`src/rtl/datapath_seq.sv`:
```
// Self-sequencing RISC datapath: register file, A/B/C pipeline registers, shifter, ALU and
// writeback mux, with commands run through read, execute and writeback phases.
module datapath_seq #(
  parameter int WIDTH = 16,
  parameter int NREGS = 8,
  parameter int RW    = $clog2(NREGS)
) (
  input  logic             clk,
  input  logic             resetn,
  input  logic             cmd_valid,
  output logic             cmd_ready,
  input  logic [RW-1:0]    cmd_rda,
  input  logic [RW-1:0]    cmd_rdb,
  input  logic [RW-1:0]    cmd_wrn,
  input  logic             cmd_write,
  input  logic [1:0]       cmd_vsel,
  input  logic [1:0]       cmd_shift,
  input  logic [1:0]       cmd_aluop,
  input  logic             cmd_asel,
  input  logic             cmd_bsel,
  input  logic             cmd_loads,
  input  logic [WIDTH-1:0] mdata,
  input  logic [WIDTH-1:0] sximm5,
  input  logic [WIDTH-1:0] sximm8,
  input  logic [WIDTH-1:0] pc,
  output logic             done,
  output logic [2:0]       status,
  output logic [WIDTH-1:0] B,
  output logic [WIDTH-1:0] C,
  input  logic [RW-1:0]    dbg_num,
  output logic [WIDTH-1:0] dbg_data
);

  typedef enum logic [2:0] {S_IDLE, S_RDA, S_RDB, S_EXEC, S_WB} state_t;

  state_t state, state_nx;

  logic [WIDTH-1:0] regs [NREGS];
  logic [WIDTH-1:0] A;

  logic [RW-1:0]    l_rda, l_rdb, l_wrn;
  logic             l_write, l_asel, l_bsel, l_loads;
  logic [1:0]       l_vsel, l_shift, l_aluop;
  logic [WIDTH-1:0] l_mdata, l_sximm5, l_sximm8, l_pc;

  logic             accept;
  logic [WIDTH-1:0] ain, bsh, bin, alu_res, wb_data;
  logic             alu_v;

  assign cmd_ready = (state == S_IDLE);
  assign accept    = cmd_valid && (state == S_IDLE);
  assign done      = (state == S_WB);
  assign dbg_data  = regs[dbg_num];

  always_ff @(posedge clk or negedge resetn) begin
    if (!resetn) state <= S_IDLE;
    else         state <= state_nx;
  end

  always_comb begin
    state_nx = state;
    case (state)
      S_IDLE: if (accept) state_nx = (cmd_vsel == 2'b00) ? S_RDA : S_WB;
      S_RDA:  state_nx = S_RDB;
      S_RDB:  state_nx = S_EXEC;
      S_EXEC: state_nx = S_WB;
      S_WB:   state_nx = S_IDLE;
      default: state_nx = S_IDLE;
    endcase
  end

  // Overflow: add wraps when same-sign operands give a differently signed result;
  // sub wraps when opposite-sign operands do.
  always_comb begin
    ain = l_asel ? '0 : A;
    case (l_shift)
      2'b01:   bsh = {B[WIDTH-2:0], 1'b0};
      2'b10:   bsh = {1'b0, B[WIDTH-1:1]};
      2'b11:   bsh = {B[WIDTH-1], B[WIDTH-1:1]};
      default: bsh = B;
    endcase
    bin   = l_bsel ? l_sximm5 : bsh;
    alu_v = 1'b0;
    case (l_aluop)
      2'b00: begin
        alu_res = ain + bin;
        alu_v   = (ain[WIDTH-1] == bin[WIDTH-1]) && (alu_res[WIDTH-1] != ain[WIDTH-1]);
      end
      2'b01: begin
        alu_res = ain - bin;
        alu_v   = (ain[WIDTH-1] != bin[WIDTH-1]) && (alu_res[WIDTH-1] != ain[WIDTH-1]);
      end
      2'b10:   alu_res = ain & bin;
      default: alu_res = ~bin;
    endcase
    case (l_vsel)
      2'b00:   wb_data = C;
      2'b01:   wb_data = l_mdata;
      2'b10:   wb_data = l_sximm8;
      default: wb_data = l_pc;
    endcase
  end

  always_ff @(posedge clk or negedge resetn) begin
    if (!resetn) begin
      for (int unsigned i = 0; i < NREGS; i++) regs[i] <= '0;
      A        <= '0;
      B        <= '0;
      C        <= '0;
      status   <= '0;
      l_rda    <= '0;
      l_rdb    <= '0;
      l_wrn    <= '0;
      l_write  <= 1'b0;
      l_vsel   <= '0;
      l_shift  <= '0;
      l_aluop  <= '0;
      l_asel   <= 1'b0;
      l_bsel   <= 1'b0;
      l_loads  <= 1'b0;
      l_mdata  <= '0;
      l_sximm5 <= '0;
      l_sximm8 <= '0;
      l_pc     <= '0;
    end else begin
      if (accept) begin
        l_rda    <= cmd_rda;
        l_rdb    <= cmd_rdb;
        l_wrn    <= cmd_wrn;
        l_write  <= cmd_write;
        l_vsel   <= cmd_vsel;
        l_shift  <= cmd_shift;
        l_aluop  <= cmd_aluop;
        l_asel   <= cmd_asel;
        l_bsel   <= cmd_bsel;
        l_loads  <= cmd_loads;
        l_mdata  <= mdata;
        l_sximm5 <= sximm5;
        l_sximm8 <= sximm8;
        l_pc     <= pc;
      end
      case (state)
        S_RDA:  A <= regs[l_rda];
        S_RDB:  B <= regs[l_rdb];
        S_EXEC: begin
          C <= alu_res;
          if (l_loads) status <= {alu_v, alu_res[WIDTH-1], (alu_res == '0)};
        end
        S_WB:   if (l_write) regs[l_wrn] <= wb_data;
        default: ;
      endcase
    end
  end

endmodule
```
`config.mk`:
```
export PLATFORM = sky130hd
export DESIGN_NAME = datapath_seq
export DESIGN_NICKNAME = d
export VERILOG_FILES = /design/src/rtl/datapath_seq.sv
export SDC_FILE = /design/constraint.sdc
export NUM_CORES = 1
export LEC_CHECK = 0
export CORE_AREA = 5 5 177 179
export DETAILED_ROUTE_END_ITERATION = 10
export DIE_AREA = 0 0 182 184
export PLACE_DENSITY = 0.8
export SYNTH_ARGS = -nofsm -noshare
export SYNTH_HDL_FRONTEND = slang
export SYNTH_SLANG_ARGS = --single-unit
```
`constraint.sdc`:
```
create_clock -name clk -period 3.32 [get_ports clk]
set_input_delay 0.664 -clock clk [delete_from_list [all_inputs] [get_ports clk]]
set_output_delay 0.664 -clock clk [all_outputs]
set_load 0.02 [all_outputs]
```
==> results of run 1 <==
-- kinds of logic (layout without fill, tap and decap cells) --
family,Yosys count,after routing
AND/OR/NAND/NOR,201,201
AO/OA/AOI/OAI,177,177
XOR/XNOR,14,14
adder cells (fa/ha/maj),35,35
multiplexers,402,402
buffers and inverters,123,390
flip-flops,265,265
-- worst max-delay path by stage --
stage,slack [ps],depth (start not counted),end
after floorplan,8,15,status[0]
after global placement,-280,14,status[0]
after detailed placement,-390,15,status[0]
after CTS,-220,14,status[0]
after global routing,-440,17,status[0]
final,-270,16,status[0]
-- where the power goes --
group          switching [mW]  internal, mW  total [mW]
clock network            1.41          2.18        3.59
registers                1.60          4.56        6.16
logic                    7.10          7.76        14.9
-- cells in the mapped netlist (all sizes together) (2+ instances only) --
library cell / n
a2111oi: 2
a211oi: 8
a21boi: 2
a21o: 5
a21oi: 67
a221o: 2
a2bb2oi: 2
a31oi: 4
and2: 2
and3: 4
buf: 27
clkbuf: 60
dfrtp: 265
fa: 2
ha: 33
inv: 36
mux2: 229
mux2i: 60
mux4: 113
nand2: 55
nand2b: 9
nand3: 9
nand3b: 5
nand4: 2
nor2: 64
nor2b: 19
nor3: 10
nor3b: 7
nor4: 4
o211ai: 4
o21ai: 48
o21bai: 4
o22ai: 3
o311ai: 4
o31ai: 7
o41ai: 4
or3: 3
or4: 4
xnor2: 11
xor2: 3
-- placed cells by master, fill, tap and decap left out, types with 7 or more instances in the layout --
| cell type | Yosys | layout |
|---|---|---|
| dfrtp_1 | 265 | 260 |
| mux2_2 | 229 | 229 |
| buf_4 | 0 | 141 |
| clkdlybuf4s50_1 | 0 | 135 |
| mux4_2 | 113 | 113 |
| nor2_1 | 64 | 62 |
| mux2i_1 | 59 | 57 |
| a21oi_1 | 67 | 57 |
| nand2_1 | 55 | 54 |
| o21ai_0 | 47 | 37 |
| inv_1 | 35 | 31 |
| clkbuf_16 | 0 | 31 |
| ha_1 | 33 | 20 |
| nor2b_1 | 19 | 18 |
| xnor2_1 | 11 | 10 |
| ha_4 | 0 | 10 |
| buf_12 | 0 | 10 |
| a21oi_2 | 0 | 9 |
| nand3_1 | 9 | 9 |
| clkbuf_8 | 0 | 9 |
| nor3_1 | 10 | 8 |
| nand2b_1 | 9 | 7 |
-- routing by layer --
| metal | vias to the layer above | track usage | wire (um) |
|---|---|---|---|
| li1 | 5055 | - | - |
| met1 | 5978 | 0.341 | 17800 |
| met2 | 419 | 0.454 | 22900 |
| met3 | 99 | 0.0410 | 2890 |
| met4 | 0 | 0.0862 | 1500 |
| met5 | - | 0 | 0 |
-- timing repair --
item,CTS,global route
resized for setup,32,70
pin swaps,16,37
gates cloned,0,1
setup buffers,6,7
endpoints found under the setup margin,10,18
-- layout make-up --
| type | count | area share |
|---|---|---|
| clock buffer | 41 | 0.0441 |
| sequential | 265 | 0.332 |
| tap | 390 | 0.0244 |
| inverter | 36 | 0.00676 |
| clock inverter | 14 | 0.0105 |
| timing repair buffer | 299 | 0.139 |
| multi-input combinational | 829 | 0.444 |
-- critical path: stages, from the launching register on --
cell and delay (ps):
dfrtp_2 470, buf_6 150, mux2i_1 120, nor2_1 110
a21oi_1 50, o21ai_2 280, inv_1 90, ha_2 210
nor2b_1 150, buf_4 150, a2111oi_4 340, a21oi_2 110
o211ai_1 360, nand4_1 210, nor4bb_4 290, nand4_1 150
o31ai_2 260
-- registers in the layout, indices dropped and copies added, names as in the netlist --
register  flops
l_mdata      16
l_aluop       2
l_loads       1
C            16
l_bsel        1
l_rdb         3
l_wrn         3
state         3
B            16
A            16
l_vsel        2
status        3
l_sximm5     16
l_pc         16
l_rda         3
l_asel        1
regs        128
l_write       1
l_shift       2
l_sximm8     16
-- through the flow --
step | setup WS, ps | setup TNS, ps | utilization | total power [mW]
floorplan | 7.51 | 0 | - | 13.5
global placement | -276 | -1150 | 0.622 | 18.6
detailed placement | -390 | -1770 | 0.622 | 19.0
CTS | -224 | -573 | 0.665 | 23.3
global route | -436 | -2650 | 0.680 | 25.9
finish | -272 | -1040 | 0.680 | 24.6
==> results.json, run 1 <==
{
  "status": "complete, but fails checks",
  "violated_checks": "setup timing",
  "finalHoldViolCount": 0,
  "finalNetCount": 1585,
  "synth-warning-count": 0,
  "synth_top_family_by_area": "multiplexers",
  "muxShareOfSynthArea": 0.370,
  "clkLatencyLatePin_ps": 590,
  "cts-root-to-sink-buffers": 3,
  "power.leakage_nw": 8.77,
  "n_fill_cell": 2006,
  "timing.final.max_slew_violations": 0,
  "die_w_um": 182,
  "holdCritPathClass": "primary input to async pin",
  "fin_hold_ws_ps": 25.8,
  "synth_edf_count": 0,
  "detailroute.via_count": 11551,
  "drc": 0,
  "rr_endpoint": "status[0]",
  "yosys.area.top_type": "dfrtp_1",
  "clk_pin_slew_worst_paths_ps": 60,
  "die-height_um": 184,
  "clock-root-buffer": "clkbuf_16",
  "cts-htree-levels": 1,
  "timing.clock.skew_ps": 44.5,
  "relSlewSlack": 0.267,
  "synth_simple_gate_area_share": 0.0631,
  "cts_tree": "yes",
  "post_synthesis_instance_total": 1217,
  "core_area_mm2": 0.0294,
  "finalWorstPathRequiredPeriod_ps": 3590,
  "drtAntennaViolNets": 0,
  "synth_cell_type_count": 62,
  "postSynth.topFlopCell": "dfrtp_1",
  "post_cts_hold_buffer_count": 0,
  "netlist_area_mm2": 0.0155,
  "via_per_inst": 6.16,
  "final_cell_area_mm2": 0.0200,
  "max_clock_freq_mhz": 278,
  "layout_setup_ws_ps": -272,
  "cp-start-kind": "flop",
  "port_buffers": 141,
  "numCtsBuffers": 30,
  "critical_path.endpoint_type": "flop",
  "finalWirelength_mm": 45.1,
  "setup_viol": 10,
  "n_antenna_cell": 0,
  "asyncSetResetFlopFracSynth": 1.00,
  "start_util": 0.526,
  "gp_congestion": 0.944,
  "grt_pass1_vias": 12150,
  "grt_antenna_before_repair": 0,
  "ir_drop_uv": 759,
  "synth_seq_cells": 265,
  "reg2reg_start": "l_shift[0]",
  "postPlaceCellArea_mm2": 0.0183,
  "place.detailed.instances": 1806,
  "internal_reg_to_reg_setup_slack_ps": -270,
  "post_synth_xor_area_fraction": 0.00792,
  "syn_to_layout_area_delta_pct": 29.2,
  "die_area_mm2": 0.0335,
  "multi_input_area_mm2": 0.00887,
  "critPathRequiredTime_ps": 3780,
  "maximum_number_of_pins_on_one_net_before_global_route_repair": 62,
  "cellPowerDensity_mw_per_mm2": 1230,
  "dr.first_iter.drc_count": 958,
  "drt_pass1_iterations": 5,
  "final_layout_size_suffix_gt1_frac": 0.431,
  "globalRouteTotalUtil": 0.262,
  "crit_path_max_fanout": 6,
  "worstPathArrival_ps": 4050,
  "hpwlAfterDp_mm": 31.0,
  "synth.net_count": 1341,
  "core.rowCount": 63,
  "timing_worst_slew_pin_value_ps": 1100,
  "unrepaired_setup_endpoints_after_global_routing": "yes",
  "worst_setup_path_startpoint": "l_shift[0]",
  "max_cap_viol_count": 0,
  "global_route_wire_length_before_repair_mm": 68.8,
  "grt_overflow": 0,
  "post-synth-top-area-fraction": 0.428,
  "synth.yosys.seq_area_share": 0.428,
  "routed_wire_length_per_instance_um": 24.1,
  "fin_crit_sh": 1.08,
  "yosys.area_share.adder": 0.0293,
  "synth.avg_cell_area_um2": 12.7,
  "clock_sinks": 265,
  "netlist_top_cells_area": "dfrtp_1, mux2_2, mux4_2",
  "ioPinCount": 142,
  "synth_compound_gate_area_share": 0.0702,
  "area.sequential_mm2": 0.00664,
  "r2r.worst_path.cells": 16,
  "worst_setup_path_class": "flop to flop",
  "fin_cells": 1874
}
No activity file was read; power rests on OpenSTA's default activity.
==> inputs of run 2 (changes only) <==
--- a/config.mk
+++ b/config.mk
@@ -5,7 +5,9 @@
 export SDC_FILE = /design/constraint.sdc
 export NUM_CORES = 1
 export LEC_CHECK = 0
+export ABC_CLOCK_PERIOD_IN_PS = 3320
 export CORE_AREA = 5 5 177 179
+export CTS_CLUSTER_DIAMETER = 40
 export DETAILED_ROUTE_END_ITERATION = 10
 export DIE_AREA = 0 0 182 184
 export PLACE_DENSITY = 0.8
==> run 2 against run 1 <==
  * Utilization grew 1.9 points
  * Wire length rose by 1.3%
  * First-iteration DRC count increased by 14%
  * Clock power grew 23%
  * Final cell count increased by 1.7%
  * Critical endpoint unchanged
  * Die area unchanged
  * Critical path type unchanged
  * Fmax fell by 1.1%
  * Global-route usage up 0.28 points
  * Largest cell class unchanged
  * Register-to-register slack got worse by 40 ps
  * Non-clock buffer count grew 11
  * Flip-flop and latch count is the same
  * The run still ends with setup timing left
==> results.json, run 2 (synthesis gave the netlist of run 1 again) <==
{
  "drc": 0,
  "area.sequential_mm2": 0.00664,
  "crit_path_top_delay_cell": "dfrtp_2",
  "syn_to_layout_area_delta_pct": 32.8,
  "grt_overflow": 0,
  "die_w_um": 182,
  "gp_congestion": 0.944,
  "clkLatencyLatePin_ps": 550,
  "place.detailed.instances": 1806,
  "power.leakage_nw": 9.00,
  "largest_register_ff_count": 128,
  "dr.first_iter.drc_count": 1090,
  "wl_met2_mm": 23.1,
  "routed.top_layer": "met4",
  "setup_viol": 8,
  "die-height_um": 184,
  "clock-root-buffer": "clkbuf_16",
  "worst_setup_path_class": "flop to flop",
  "core_area_mm2": 0.0294,
  "start_util": 0.526,
  "routed_wire_length_per_instance_um": 24.0,
  "max_clock_freq_mhz": 275,
  "drt_pass1_iterations": 5,
  "relSlewSlack": 0.268,
  "multi_input_area_mm2": 0.00898,
  "ioPinCount": 142,
  "cts-htree-levels": 2,
  "critical_path.endpoint_type": "flop",
  "max_cap_viol_count": 0,
  "internal_reg_to_reg_setup_slack_ps": -310,
  "fin_crit_sh": 1.09,
  "met1_length_mm": 17.7,
  "port_buffers": 141,
  "timing_worst_slew_pin_value_ps": 1100,
  "detailroute.via_count": 11840,
  "timing.clock.skew_ps": 20.3,
  "finalWirelength_mm": 45.7,
  "drtAntennaViolNets": 0,
  "regMostFlops": "regs",
  "cts-root-to-sink-buffers": 3,
  "worstPathArrival_ps": 4080,
  "finalNetCount": 1607,
  "crit_path_max_incr_delay_ps": 440,
  "die_area_mm2": 0.0335,
  "cts_tree": "yes",
  "met3RoutedLength_mm": 3.39,
  "final_layout_size_suffix_gt1_frac": 0.457,
  "critPathRequiredTime_ps": 3770,
  "clk_pin_slew_worst_paths_ps": 50,
  "r2r.worst_path.cells": 15,
  "path_cells": "mux2i_1 > o21ai_2 > mux2i_2 > inv_2 > fa_2 > a211oi_4 > buf_4 > o21ai_0 > nand2_1 > xnor2_1 > a311oi_2 > nand4_1 > nor4bb_4 > nand4_1 > o31ai_2",
  "numCtsBuffers": 41,
  "maximum_number_of_pins_on_one_net_before_global_route_repair": 62,
  "n_antenna_cell": 0,
  "via_per_inst": 6.21,
  "clock_sinks": 265,
  "crit_path_max_fanout": 6,
  "unrepaired_setup_endpoints_after_global_routing": "yes",
  "global_route_wire_length_before_repair_mm": 69.4,
  "rr_endpoint": "status[0]",
  "grt_antenna_before_repair": 0,
  "cellPowerDensity_mw_per_mm2": 1270,
  "holdCritPathClass": "primary input to async pin",
  "leading_cell_type_in_the_layout_fill_and_taps_excluded": "dfrtp_1",
  "violated_checks": "setup timing",
  "timing.final.max_slew_violations": 0,
  "reg2reg_start": "l_shift[0]",
  "hpwlAfterDp_mm": 31.0,
  "layout_setup_ws_ps": -311,
  "setup_tns_ps": -1050,
  "grt_pass1_vias": 12288,
  "finalHoldViolCount": 0,
  "design_power_total_mw": 26.1,
  "finalWorstPathRequiredPeriod_ps": 3630,
  "fin_cells": 1906,
  "ir_drop_uv": 772,
  "n_fill_cell": 1904,
  "layout_common_cells": "dfrtp_1, mux2_2, buf_4, clkdlybuf4s50_1, mux4_2",
  "final_util": 0.699,
  "core.rowCount": 63,
  "status": "complete, but fails checks",
  "cp-start-kind": "flop",
  "path_common_cell": "nand4_1",
  "globalRouteTotalUtil": 0.265
}
## run 2: cell count changes in the layout (fill, tap and decap cells not counted), moves of 6 or more
cell       change
buf_4          +6
inv_6          +7
o21ai_0        -7
clkbuf_16     +12
## run 2: per-stage QoR
stage,hold WS [ps],setup slack [ps],instance area (um2)
final,43.2,-311,20600
after global routing,82.2,-458,20600
after CTS,60.6,-214,19900
after detailed placement,490,-390,18300
after global placement,483,-276,18300
after floorplan,368,7.51,15500
## run 2: per-layer routing
layer	vias up	global-route usage
li1	5138	-
met1	6113	0.344
met2	482	0.453
met3	107	0.0433
met4	0	0.0976
met5	-	0
## run 2: critical path, delay by kind of cell (launching register included)
family,cells,cell delay [ps]
flip-flops,1,440
adder cells (fa/ha/maj),1,400
AO/OA/AOI/OAI,5,1050
AND/OR/NAND/NOR,4,810
multiplexers,2,500
XOR/XNOR,1,80
buffers and inverters,2,260
## run 2: how the worst max path moves through the flow
| stage | start | end | cells past startpoint |
|---|---|---|---|
| 2_1_floorplan | l_shift[0] | status[0] | 15 |
| 3_3_place_gp | l_shift[0] | status[0] | 14 |
| 3_5_place_dp | l_shift[0] | status[0] | 15 |
| 4_1_cts | l_shift[0] | status[0] | 14 |
| 5_1_grt | l_shift[0] | status[0] | 15 |
| 6_report | l_shift[0] | status[0] | 15 |
## run 2: final cells by class
class	instances	area share
timing repair buffer	310	0.140
multi-input combinational	829	0.437
tap	390	0.0237
clock buffer	52	0.0559
inverter	36	0.00658
sequential	265	0.323
clock inverter	24	0.0139
## run 2: power by group
part	internal [mW]	switching [mW]	leakage, nW	total [mW]
Clock	2.75	1.67	0.700	4.42
Combinational	8.11	7.38	4.93	15.5
Sequential	4.56	1.58	3.37	6.15
## run 2: what timing repair did
item / in CTS / in global routing
endpoints found under the setup margin: 11 / 17
pin swaps: 18 / 46
gates cloned: 0 / 1
setup buffers: 7 / 17
resized for setup: 34 / 113
hold buffers: 0 / 0
endpoints found under the hold margin: 0 / 0
==> inputs of run 3 (changes only) <==
--- a/config.mk
+++ b/config.mk
@@ -10,6 +10,7 @@
 export CTS_CLUSTER_DIAMETER = 40
 export DETAILED_ROUTE_END_ITERATION = 10
 export DIE_AREA = 0 0 182 184
+export HOLD_SLACK_MARGIN = 0.02
 export PLACE_DENSITY = 0.8
 export SYNTH_ARGS = -nofsm -noshare
 export SYNTH_HDL_FRONTEND = slang
==> results of run 3 <==
The final DEF is identical to that of run 2; final timing and power are the same.
